[config.mk]
export PLATFORM = sky130hd
export DESIGN_NAME = layer_sequencer
export DESIGN_NICKNAME = d
export VERILOG_FILES = /design/src/rtl/layer_seq_pkg.sv /design/src/rtl/stall_watchdog.sv /design/src/rtl/layer_sequencer.sv
export SDC_FILE = /design/constraint.sdc
export NUM_CORES = 1
export LEC_CHECK = 0
export CAP_MARGIN = 10
export CELL_PAD_IN_SITES_DETAIL_PLACEMENT = 0
export CELL_PAD_IN_SITES_GLOBAL_PLACEMENT = 1
export CORE_MARGIN = 5
export CORE_UTILIZATION = 41
export CTS_CLUSTER_DIAMETER = 150
export DETAILED_ROUTE_END_ITERATION = 12
export GPL_TIMING_DRIVEN = 0
export PLACE_DENSITY = 0.88
export SYNTH_ARGS = -nofsm -noshare
export SYNTH_HDL_FRONTEND = slang
export SYNTH_HIERARCHICAL = 1
export SYNTH_SLANG_ARGS = --single-unit
export TNS_END_PERCENT = 20
[constraint.sdc]
create_clock -name clk -period 3.7 [get_ports clk]
set_input_delay 0.37 -clock clk [delete_from_list [all_inputs] [get_ports clk]]
set_output_delay 0.37 -clock clk [all_outputs]
set_load 0.1 [all_outputs]
[src/rtl/layer_seq_pkg.sv]
// Shared types for the layer sequencer: FSM state encoding.
package layer_seq_pkg;

  localparam int unsigned StateWidth = 3;

  typedef enum logic [StateWidth-1:0] {
    StIdle    = 3'd0,
    StFwIssue = 3'd1,
    StFwWait  = 3'd2,
    StBwIssue = 3'd3,
    StBwWait  = 3'd4
  } state_e;

endpackage

[src/rtl/stall_watchdog.sv]
// Saturating stall counter; expired_o is high while the count sits at all-ones.
module stall_watchdog #(
  parameter int unsigned TIMEOUT_WIDTH = 16
) (
  input  logic clk,
  input  logic rst,
  input  logic en_i,
  input  logic clear_i,
  output logic expired_o
);

  logic [TIMEOUT_WIDTH-1:0] cnt_q, cnt_d;

  assign expired_o = &cnt_q;

  always_comb begin
    cnt_d = cnt_q;
    if (clear_i) begin
      cnt_d = '0;
    end else if (en_i && !expired_o) begin
      cnt_d = cnt_q + TIMEOUT_WIDTH'(1);
    end
  end

  always_ff @(posedge clk) begin
    if (rst) cnt_q <= '0;
    else     cnt_q <= cnt_d;
  end

endmodule

[src/rtl/layer_sequencer.sv]
// Issues forward then backward layer tokens per training sample, with sample counting,
// stop handling and a stall watchdog.
module layer_sequencer
  import layer_seq_pkg::*;
#(
  parameter int unsigned LAYER_ADDR_WIDTH = 2,
  parameter int unsigned LAYER_MAX        = 2,
  parameter int unsigned SAMPLE_WIDTH     = 10,
  parameter int unsigned TIMEOUT_WIDTH    = 16
) (
  input  logic                        clk,
  input  logic                        rst,
  input  logic                        start_i,
  input  logic                        stop_i,
  input  logic [SAMPLE_WIDTH-1:0]     num_samples_i,
  output logic [LAYER_ADDR_WIDTH-1:0] fw_layer_o,
  output logic                        fw_layer_valid_o,
  input  logic                        fw_layer_ready_i,
  output logic [LAYER_ADDR_WIDTH-1:0] bw_layer_o,
  output logic                        bw_layer_valid_o,
  input  logic                        bw_layer_ready_i,
  input  logic                        fw_done_i,
  input  logic                        bw_done_i,
  output logic                        busy_o,
  output logic [SAMPLE_WIDTH-1:0]     sample_idx_o,
  output logic                        run_done_o,
  output logic                        timeout_o
);

  localparam logic [LAYER_ADDR_WIDTH-1:0] LayerTop   = LAYER_ADDR_WIDTH'(LAYER_MAX);
  localparam logic [LAYER_ADDR_WIDTH-1:0] LayerTopM1 = LAYER_ADDR_WIDTH'(LAYER_MAX - 1);
  localparam logic                        BwLastInit = (LAYER_MAX == 1);

  state_e                      state_q, state_d;
  logic [LAYER_ADDR_WIDTH-1:0] fw_layer_q, fw_layer_d, bw_layer_q, bw_layer_d;
  logic                        fw_valid_q, fw_valid_d, bw_valid_q, bw_valid_d;
  logic                        bw_last_q, bw_last_d;
  logic                        fw_pend_q, fw_pend_d, bw_pend_q, bw_pend_d;
  logic [SAMPLE_WIDTH-1:0]     num_q, num_d, sample_idx_q, sample_idx_d;
  logic                        run_done_q, run_done_d, timeout_q, timeout_d;
  logic                        fw_hs, bw_hs, is_last, wd_clear, wd_expired;

  assign fw_hs   = fw_valid_q & fw_layer_ready_i;
  assign bw_hs   = bw_valid_q & bw_layer_ready_i;
  assign is_last = (sample_idx_q == num_q - SAMPLE_WIDTH'(1));

  always_comb begin
    state_d      = state_q;
    fw_layer_d   = fw_layer_q;
    fw_valid_d   = fw_valid_q;
    bw_layer_d   = bw_layer_q;
    bw_valid_d   = bw_valid_q;
    bw_last_d    = bw_last_q;
    fw_pend_d    = fw_pend_q;
    bw_pend_d    = bw_pend_q;
    num_d        = num_q;
    sample_idx_d = sample_idx_q;
    run_done_d   = 1'b0;
    timeout_d    = timeout_q;

    case (state_q)
      StIdle: begin
        if (start_i && !timeout_q) begin
          state_d      = StFwIssue;
          fw_layer_d   = '0;
          fw_valid_d   = 1'b1;
          fw_pend_d    = 1'b0;
          bw_pend_d    = 1'b0;
          sample_idx_d = '0;
          num_d        = (num_samples_i == '0) ? SAMPLE_WIDTH'(1) : num_samples_i;
        end
      end
      StFwIssue: begin
        if (fw_done_i) fw_pend_d = 1'b1;
        if (fw_hs) begin
          if (fw_layer_q == LayerTop) begin
            fw_valid_d = 1'b0;
            state_d    = StFwWait;
          end else begin
            fw_layer_d = fw_layer_q + LAYER_ADDR_WIDTH'(1);
          end
        end
      end
      StFwWait: begin
        if (fw_done_i || fw_pend_q) begin
          state_d    = StBwIssue;
          fw_pend_d  = 1'b0;
          bw_pend_d  = 1'b0;
          bw_layer_d = LayerTopM1;
          bw_last_d  = BwLastInit;
          bw_valid_d = 1'b1;
        end
      end
      StBwIssue: begin
        if (bw_done_i) bw_pend_d = 1'b1;
        if (bw_hs) begin
          // The last-token flag stops the count at 0 instead of relying on wraparound.
          if (bw_last_q) begin
            bw_valid_d = 1'b0;
            state_d    = StBwWait;
          end else begin
            bw_layer_d = bw_layer_q - LAYER_ADDR_WIDTH'(1);
            bw_last_d  = (bw_layer_q == LAYER_ADDR_WIDTH'(1));
          end
        end
      end
      StBwWait: begin
        if (bw_done_i || bw_pend_q) begin
          bw_pend_d = 1'b0;
          if (is_last || stop_i) begin
            run_done_d   = is_last;
            sample_idx_d = '0;
            state_d      = StIdle;
          end else begin
            sample_idx_d = sample_idx_q + SAMPLE_WIDTH'(1);
            fw_layer_d   = '0;
            fw_valid_d   = 1'b1;
            state_d      = StFwIssue;
          end
        end
      end
      default: state_d = StIdle;
    endcase

    if (wd_expired) begin
      state_d      = StIdle;
      timeout_d    = 1'b1;
      fw_valid_d   = 1'b0;
      bw_valid_d   = 1'b0;
      fw_pend_d    = 1'b0;
      bw_pend_d    = 1'b0;
      run_done_d   = 1'b0;
      sample_idx_d = '0;
    end
  end

  assign wd_clear = (state_d != state_q) || fw_hs || bw_hs;

  stall_watchdog #(
    .TIMEOUT_WIDTH(TIMEOUT_WIDTH)
  ) u_watchdog (
    .clk      (clk),
    .rst      (rst),
    .en_i     (busy_o),
    .clear_i  (wd_clear),
    .expired_o(wd_expired)
  );

  always_ff @(posedge clk) begin
    if (rst) begin
      state_q      <= StIdle;
      fw_layer_q   <= '0;
      fw_valid_q   <= 1'b0;
      bw_layer_q   <= LayerTopM1;
      bw_valid_q   <= 1'b0;
      bw_last_q    <= BwLastInit;
      fw_pend_q    <= 1'b0;
      bw_pend_q    <= 1'b0;
      num_q        <= SAMPLE_WIDTH'(1);
      sample_idx_q <= '0;
      run_done_q   <= 1'b0;
      timeout_q    <= 1'b0;
    end else begin
      state_q      <= state_d;
      fw_layer_q   <= fw_layer_d;
      fw_valid_q   <= fw_valid_d;
      bw_layer_q   <= bw_layer_d;
      bw_valid_q   <= bw_valid_d;
      bw_last_q    <= bw_last_d;
      fw_pend_q    <= fw_pend_d;
      bw_pend_q    <= bw_pend_d;
      num_q        <= num_d;
      sample_idx_q <= sample_idx_d;
      run_done_q   <= run_done_d;
      timeout_q    <= timeout_d;
    end
  end

  assign fw_layer_o       = fw_layer_q;
  assign fw_layer_valid_o = fw_valid_q;
  assign bw_layer_o       = bw_layer_q;
  assign bw_layer_valid_o = bw_valid_q;
  assign busy_o           = (state_q != StIdle);
  assign sample_idx_o     = sample_idx_q;
  assign run_done_o       = run_done_q;
  assign timeout_o        = timeout_q;

endmodule

==> results of run 1 <==
[per-stage QoR]
stage / cell area [um^2] / util / setup slack (ns) / total power [mW]
2_1_floorplan: 2840 / - / 0.645 / 0.696
3_3_place_gp: 3300 / 0.488 / 0.290 / 0.750
3_5_place_dp: 3300 / 0.488 / 0.280 / 0.752
4_1_cts: 3400 / 0.504 / 0.235 / 1.13
5_1_grt: 3400 / 0.504 / 0.0269 / 1.17
6_report: 3400 / 0.504 / 0.227 / 1.12
[kinds of logic after synthesis]
group	count (synthesis)	synth area share
flops	50	0.353
fa+ha+maj	5	0.0220
xor+xnor	14	0.0432
compound gates	90	0.228
simple gates	167	0.304
buf+inv	23	0.0379
mux	3	0.0115
[cell usage after synthesis (4+ instances only)]
cell and instances:
dfxtp_1 50, nand2_1 38, nor2_1 35, a21oi_1 27
nand2b_1 16, nand3_1 14, and3_1 10, nand4_1 10
o21ai_0 10, or3_1 10, clkbuf_1 9, inv_1 9
nor3_1 9, a31oi_1 8, o31ai_1 8, xor2_1 8
xnor2_1 6, ha_1 5, nor4_1 5, or2_2 5
a22o_1 4, or4_1 4
[state kept, by name, summed over array words and instances (netlist names), 2 cells and up]
register	count
num_q	10
fw_layer_o	2
u_watchdog/cnt_q	16
sample_idx_o	10
state_q	3
bw_layer_o	2
[layout make-up]
cell class	instances	area [um^2]
clock buffers	7	76.3
flip-flops and latches	50	1000
multi-input cells	279	1730
repair buffers	36	360
well taps	80	100
inverters	9	33.8
plain buffers	14	73.8
clock inverters	1	30.0
fillers	687	3350
[per-layer routing]
metal,track usage,wire [um],part of all wire,vias to the layer above
li1,-,-,-,1394
met5,0,0,0,-
met4,0.0403,40,0.0058,0
met3,0.0274,309,0.045,4
met1,0.219,3450,0.50,1293
met2,0.248,3060,0.45,67
[power groups by stage]
stage | logic (mW) | clock network [mW] | registers [mW]
global route | 0.193 | 0.410 | 0.567
floorplan | 0.111 | 0 | 0.585
detailed placement | 0.174 | 0 | 0.577
global placement | 0.174 | 0 | 0.577
finish | 0.176 | 0.380 | 0.565
CTS | 0.176 | 0.389 | 0.565
[worst paths after layout]
| path | slack, ns | end | cells after the start | from |
|---|---|---|---|---|
| max | 0.23 | u_watchdog/cnt_q[4]$_SDFFE_PP0P_ | 11 | u_watchdog/cnt_q[0]$_SDFFE_PP0P_ |
| min | 0.50 | num_q[9]$_SDFFE_PP0P_ | 2 | num_q[9]$_SDFFE_PP0P_ |
| max reg2reg | 0.23 | u_watchdog/cnt_q[4]$_SDFFE_PP0P_ | 11 | u_watchdog/cnt_q[0]$_SDFFE_PP0P_ |
| min reg2reg | 0.50 | num_q[9]$_SDFFE_PP0P_ | 2 | num_q[9]$_SDFFE_PP0P_ |
[tightest hold or removal path, stage by stage, from the launching register on]
cell	delay (ns)
dfxtp_1	0.34
nand2_1	0.06
a21oi_1	0.06
[cell usage in the layout (no fill, tap or decap), types with 3 or more instances in the layout]
cell and n:
nor3_1 9, a22o_1 4, nand4_1 10, or2_2 5
a31oi_1 8, nand3b_1 3, o21ai_0 10, clkbuf_8 6
and3_1 10, or4_1 4, o31ai_1 8, nand2_1 38
xnor2_1 6, or3_1 10, a211oi_1 3, nor4_1 5
nor2b_1 3, nand3_1 14, inv_1 9, nor2_1 35
clkbuf_1 11, o32a_1 3, xor2_1 8, dfxtp_1 50
nand2b_1 16, clkdlybuf4s50_1 36, ha_1 5, a21oi_1 27
==> flow_metrics.env, run 1 <==
export IMPL_h_tree_depth=2
export IMPL_io_buffers=36
export IMPL_clkLatencyLatePin_ns=0.30
export IMPL_io_pins=37
export IMPL_synth_edf_count=0
export IMPL_cts_sinks=50
export IMPL_worst_path_buf_inv=1
export IMPL_crit_type="flop to flop"
export IMPL_postCtsSetupBuffers=0
export IMPL_hold_viol=0
export IMPL_placedCellCount=468
export IMPL_antenna_cells=0
export IMPL_switchingPower_mw=0.298
export IMPL_setup_violations=0
export IMPL_synthFlopType="dfxtp_1"
export IMPL_die_x_um=93.2
export IMPL_hp_class="flop to flop"
export IMPL_drv_slew=0
export IMPL_slowest_delay_ns=0.91
export IMPL_cts_buffers=5
export IMPL_syn_num_nets=375
export IMPL_clockBufferDepth=2
export IMPL_grt_max_degree=15
export IMPL_crit_chain="ha_1 -> nand4_1 -> nor4_2 -> nand2b_1 -> or2_2 -> o32a_1 -> a21o_1 -> nand4_1 -> or2_2 -> clkbuf_8 -> a211oi_1"
export IMPL_cp_max_fo=10
export IMPL_gp_congestion=0.906
export IMPL_start_kind="flop"
export IMPL_fin_skew_ns=0.00839
export IMPL_synthCells=352
export IMPL_final_nets=418
export IMPL_p_clk_frac=0.339
export IMPL_antenna_found_initial=0
export IMPL_power_switching_share=0.266
export IMPL_cp_top_family="simple AND/OR/NAND/NOR gates"
export IMPL_wirelength_mm=6.86
export IMPL_syn_avg_cell_area_um2=8.06
export IMPL_power_leakage_nw=1.20
export IMPL_power_density_nw_per_um2=329
export IMPL_vias=2758
export IMPL_yosys_warnings=6
export IMPL_ant_nets=0
export IMPL_drive_gt1_frac=0.0682
export IMPL_finalCritPeriodShare=0.939
export IMPL_relSlewSlack=0.347
export IMPL_grt_ovfl_total=0
export IMPL_cp_end_kind="flop"
export IMPL_fmax_mhz=288
export IMPL_drc=0
export IMPL_synth_largest_area_cell="dfxtp_1"
export IMPL_holdWs_ns=0.497
export IMPL_worstMarginPinSlew_ns=0.976
export IMPL_status="complete, no violations"
export IMPL_grt_pass1_wl_mm=11.2
export IMPL_cts_tree="done"
export IMPL_drtPass1Iterations=4
export IMPL_core_area_um2=6760
export IMPL_period_needed_ns=3.47
export IMPL_p_int_mw=0.823
export IMPL_track_usage=0.156
export IMPL_setup_tns_final_ns=0
export IMPL_dr_first_iter_drc_count=99
export IMPL_arrival_ns=3.69
export IMPL_initial_core_util=0.420
export IMPL_irDropWorstVdd_uv=183
export IMPL_async_flop_share=0
export IMPL_area_delta_synth_final_pct=20.0
export IMPL_cts_root_buf="clkbuf_8"
export IMPL_synth_ff_latch_count=50
export IMPL_synth_top_area_share=0.353
export IMPL_hpwl_mm=5.11
export IMPL_fin_cells=476
export IMPL_rsz0062_at_grt="no"
export IMPL_slowest_stage="nor4_2"
export IMPL_required_ns=3.92
export IMPL_synth_area_um2=2840
export IMPL_ys_seq_area_frac=0.353
export IMPL_via_per_inst=5.79
export IMPL_ys_types=58
export IMPL_post_drt_wl_per_cell_um=14.4
export IMPL_synth_area_leaders="dfxtp_1 (35%), nand2_1 (5.0%), a21oi_1 (4.8%)"
export IMPL_die_area_um2=8690
export IMPL_cts_hold_buf=0
export IMPL_dieHeight_um=93.2
export IMPL_fp_row_count=30
export IMPL_combPwrFrac=0.157
export IMPL_max_cap_viol_count=0
export IMPL_clkSlewWorstSetupHoldPaths_ns=0.09
export IMPL_sequentialPowerShare=0.504
export IMPL_grt_pass1_vias=2425
export IMPL_cts_repair_resized=0
Power figures use the tool's default switching activity.
==> inputs of run 2 (changes only) <==
Settings changed: CORE_UTILIZATION 41 to 37, PLACE_DENSITY 0.88 to 0.84.
Clock period 3.7 ns to 3.15 ns, I/O delays scaled along.
==> run 2 against run 1 <==
Sequential share of layout area down 0.52 points. Critical path depth up 1. Clock-buffer cell count unchanged. Die area up 9.6%. Via count down 1.1%. Worst setup slack worse by 0.041 ns. Combinational power up 18%. Largest power group unchanged. Highest routed layer unchanged.
==> flow_metrics.env, run 2 (synthesis gave the netlist of run 1 again) <==
export IMPL_slowest_delay_ns=0.39
export IMPL_arrival_ns=3.18
export IMPL_drc=0
export IMPL_clkLatencyLatePin_ns=0.30
export IMPL_final_cell_mix="dfxtp_1 (50), nand2_1 (38), clkdlybuf4s50_1 (36), nor2_1 (34), a21oi_1 (27)"
export IMPL_power_density_nw_per_um2=365
export IMPL_irDropWorstVdd_uv=184
export IMPL_core_area_um2=7610
export IMPL_grt_pass1_vias=2518
export IMPL_ant_nets=0
export IMPL_crit_chain="ha_1 -> nand4_1 -> nor4_4 -> buf_4 -> nand2b_1 -> or2_2 -> or3_1 -> nand3_1 -> nand4_1 -> or2_2 -> clkbuf_8 -> a211oi_1"
export IMPL_dr_first_iter_drc_count=113
export IMPL_die_x_um=97.6
export IMPL_via_per_inst=5.42
export IMPL_clockBufferDepth=2
export IMPL_final_util=0.456
export IMPL_drtPass1Iterations=4
export IMPL_power_leakage_nw=1.24
export IMPL_post_drt_wl_per_cell_um=13.8
export IMPL_placedCellCount=490
export IMPL_fp_row_count=32
export IMPL_cts_root_buf="clkbuf_8"
export IMPL_track_usage=0.144
export IMPL_cp_top_family="simple AND/OR/NAND/NOR gates"
export IMPL_start_kind="flop"
export IMPL_cts_sinks=50
export IMPL_layout_cells_most_common="dfxtp_1"
export IMPL_vias=2728
export IMPL_cts_tree="done"
export IMPL_register_area_um2=1000
export IMPL_h_tree_depth=2
export IMPL_die_area_um2=9520
export IMPL_period_needed_ns=2.96
export IMPL_antenna_cells=0
export IMPL_worst_path_buf_inv=2
export IMPL_drv_slew=0
export IMPL_dieHeight_um=97.6
export IMPL_hpwl_mm=5.19
export IMPL_cp_max_fo=10
export IMPL_relSlewSlack=0.340
export IMPL_path_depth=12
export IMPL_grt_ovfl_total=0
export IMPL_fill_cells=792
export IMPL_final_nets=423
export IMPL_required_ns=3.37
export IMPL_clkSlewWorstSetupHoldPaths_ns=0.09
export IMPL_reg2regPathDepth=12
export IMPL_cts_buffers=5
export IMPL_initial_core_util=0.373
export IMPL_setup_violations=0
export IMPL_hold_path_depth=2
export IMPL_hold_viol=0
export IMPL_setup_tns_final_ns=0
export IMPL_largest_register="u_watchdog/cnt_q"
export IMPL_largest_reg_flops=16
export IMPL_crit_type="flop to flop"
export IMPL_gp_congestion=0.845
export IMPL_fin_cells=503
export IMPL_hp_class="flop to flop"
export IMPL_drive_gt1_frac=0.0848
export IMPL_antenna_found_initial=0
export IMPL_grt_max_degree=15
export IMPL_max_cap_viol_count=0
export IMPL_fin_skew_ns=0.00694
export IMPL_worstMarginPinSlew_ns=0.987
export IMPL_grt_pass1_wl_mm=11.6
export IMPL_finalCritPeriodShare=0.941
export IMPL_multi_input_area_um2=1740
export IMPL_wirelength_mm=6.93
export IMPL_status="complete, no violations"
export IMPL_io_buffers=36
export IMPL_slowest_stage="or2_2"
export IMPL_area_delta_synth_final_pct=22.1
export IMPL_cp_end_kind="flop"
export IMPL_fmax_mhz=337
export IMPL_io_pins=37
==> run 2: cell count changes in the layout (fill, tap and decap cells not counted), sizes merged <==
cell    delta
bufinv     -1
clkinv     +1
buf        +5
==> run 2: repair_timing <==
| item | CTS | global route |
|---|---|---|
| gates resized for setup | 1 | 1 |
| pin swaps | 1 | 2 |
| hold buffers | 0 | 0 |
| setup endpoints to repair | 16 | 15 |
| setup buffers | 0 | 5 |
==> run 2: routing by layer <==
layer	vias to the layer above	global-route usage	wire, um
li1	1415	-	-
met1	1251	0.186	3340
met2	54	0.245	3240
met3	8	0.0280	248
met4	0	0.0405	91
met5	-	0	0
==> run 2: worst register-to-register path: cells and delay by family (launching register included) <==
kind,cells,cell delay [ns]
buffers and inverters,2,0.35
adders and majority gates,1,0.24
AOI/OAI and AO/OA,1,0.17
DFF,1,0.35
and+or+nand+nor,8,1.77
==> run 2: layout make-up <==
type / instances / share of cell area
Multi-Input combinational cell: 279 / 0.502
Sequential cell: 50 / 0.289
Timing Repair Buffer: 41 / 0.115
Tap cell: 102 / 0.0368
Clock buffer: 7 / 0.0249
Buffer: 14 / 0.0213
Inverter: 9 / 0.00975
Clock inverter: 1 / 0.00144
==> run 2: final timing paths <==
kind                                    startpoint                                to  slack [ns]
setup / recovery  u_watchdog/cnt_q[0]$_SDFFE_PP0P_  u_watchdog/cnt_q[4]$_SDFFE_PP0P_        0.19
setup reg to reg  u_watchdog/cnt_q[0]$_SDFFE_PP0P_  u_watchdog/cnt_q[4]$_SDFFE_PP0P_        0.19
hold reg to reg              num_q[9]$_SDFFE_PP0P_             num_q[9]$_SDFFE_PP0P_        0.49
hold / removal               num_q[9]$_SDFFE_PP0P_             num_q[9]$_SDFFE_PP0P_        0.49
==> run 2: power by group <==
part | internal [mW] | total (mW) | switching [mW]
registers | 0.645 | 0.663 | 0.0175
clock network | 0.178 | 0.395 | 0.218
logic | 0.0840 | 0.208 | 0.124
total | 0.907 | 1.27 | 0.359
==> run 2: metrics by stage <==
| stage | total power, mW | setup WS (ns) | hold WS [ns] | area, um^2 |
|---|---|---|---|---|
| after floorplan | 0.817 | 0.0947 | 0.448 | 2840 |
| after global placement | 0.882 | -0.137 | 0.467 | 3330 |
| after detailed placement | 0.884 | -0.197 | 0.480 | 3330 |
| after CTS | 1.28 | 0.0788 | 0.492 | 3430 |
| after global routing | 1.33 | -0.000182 | 0.518 | 3470 |
| final | 1.27 | 0.187 | 0.491 | 3470 |
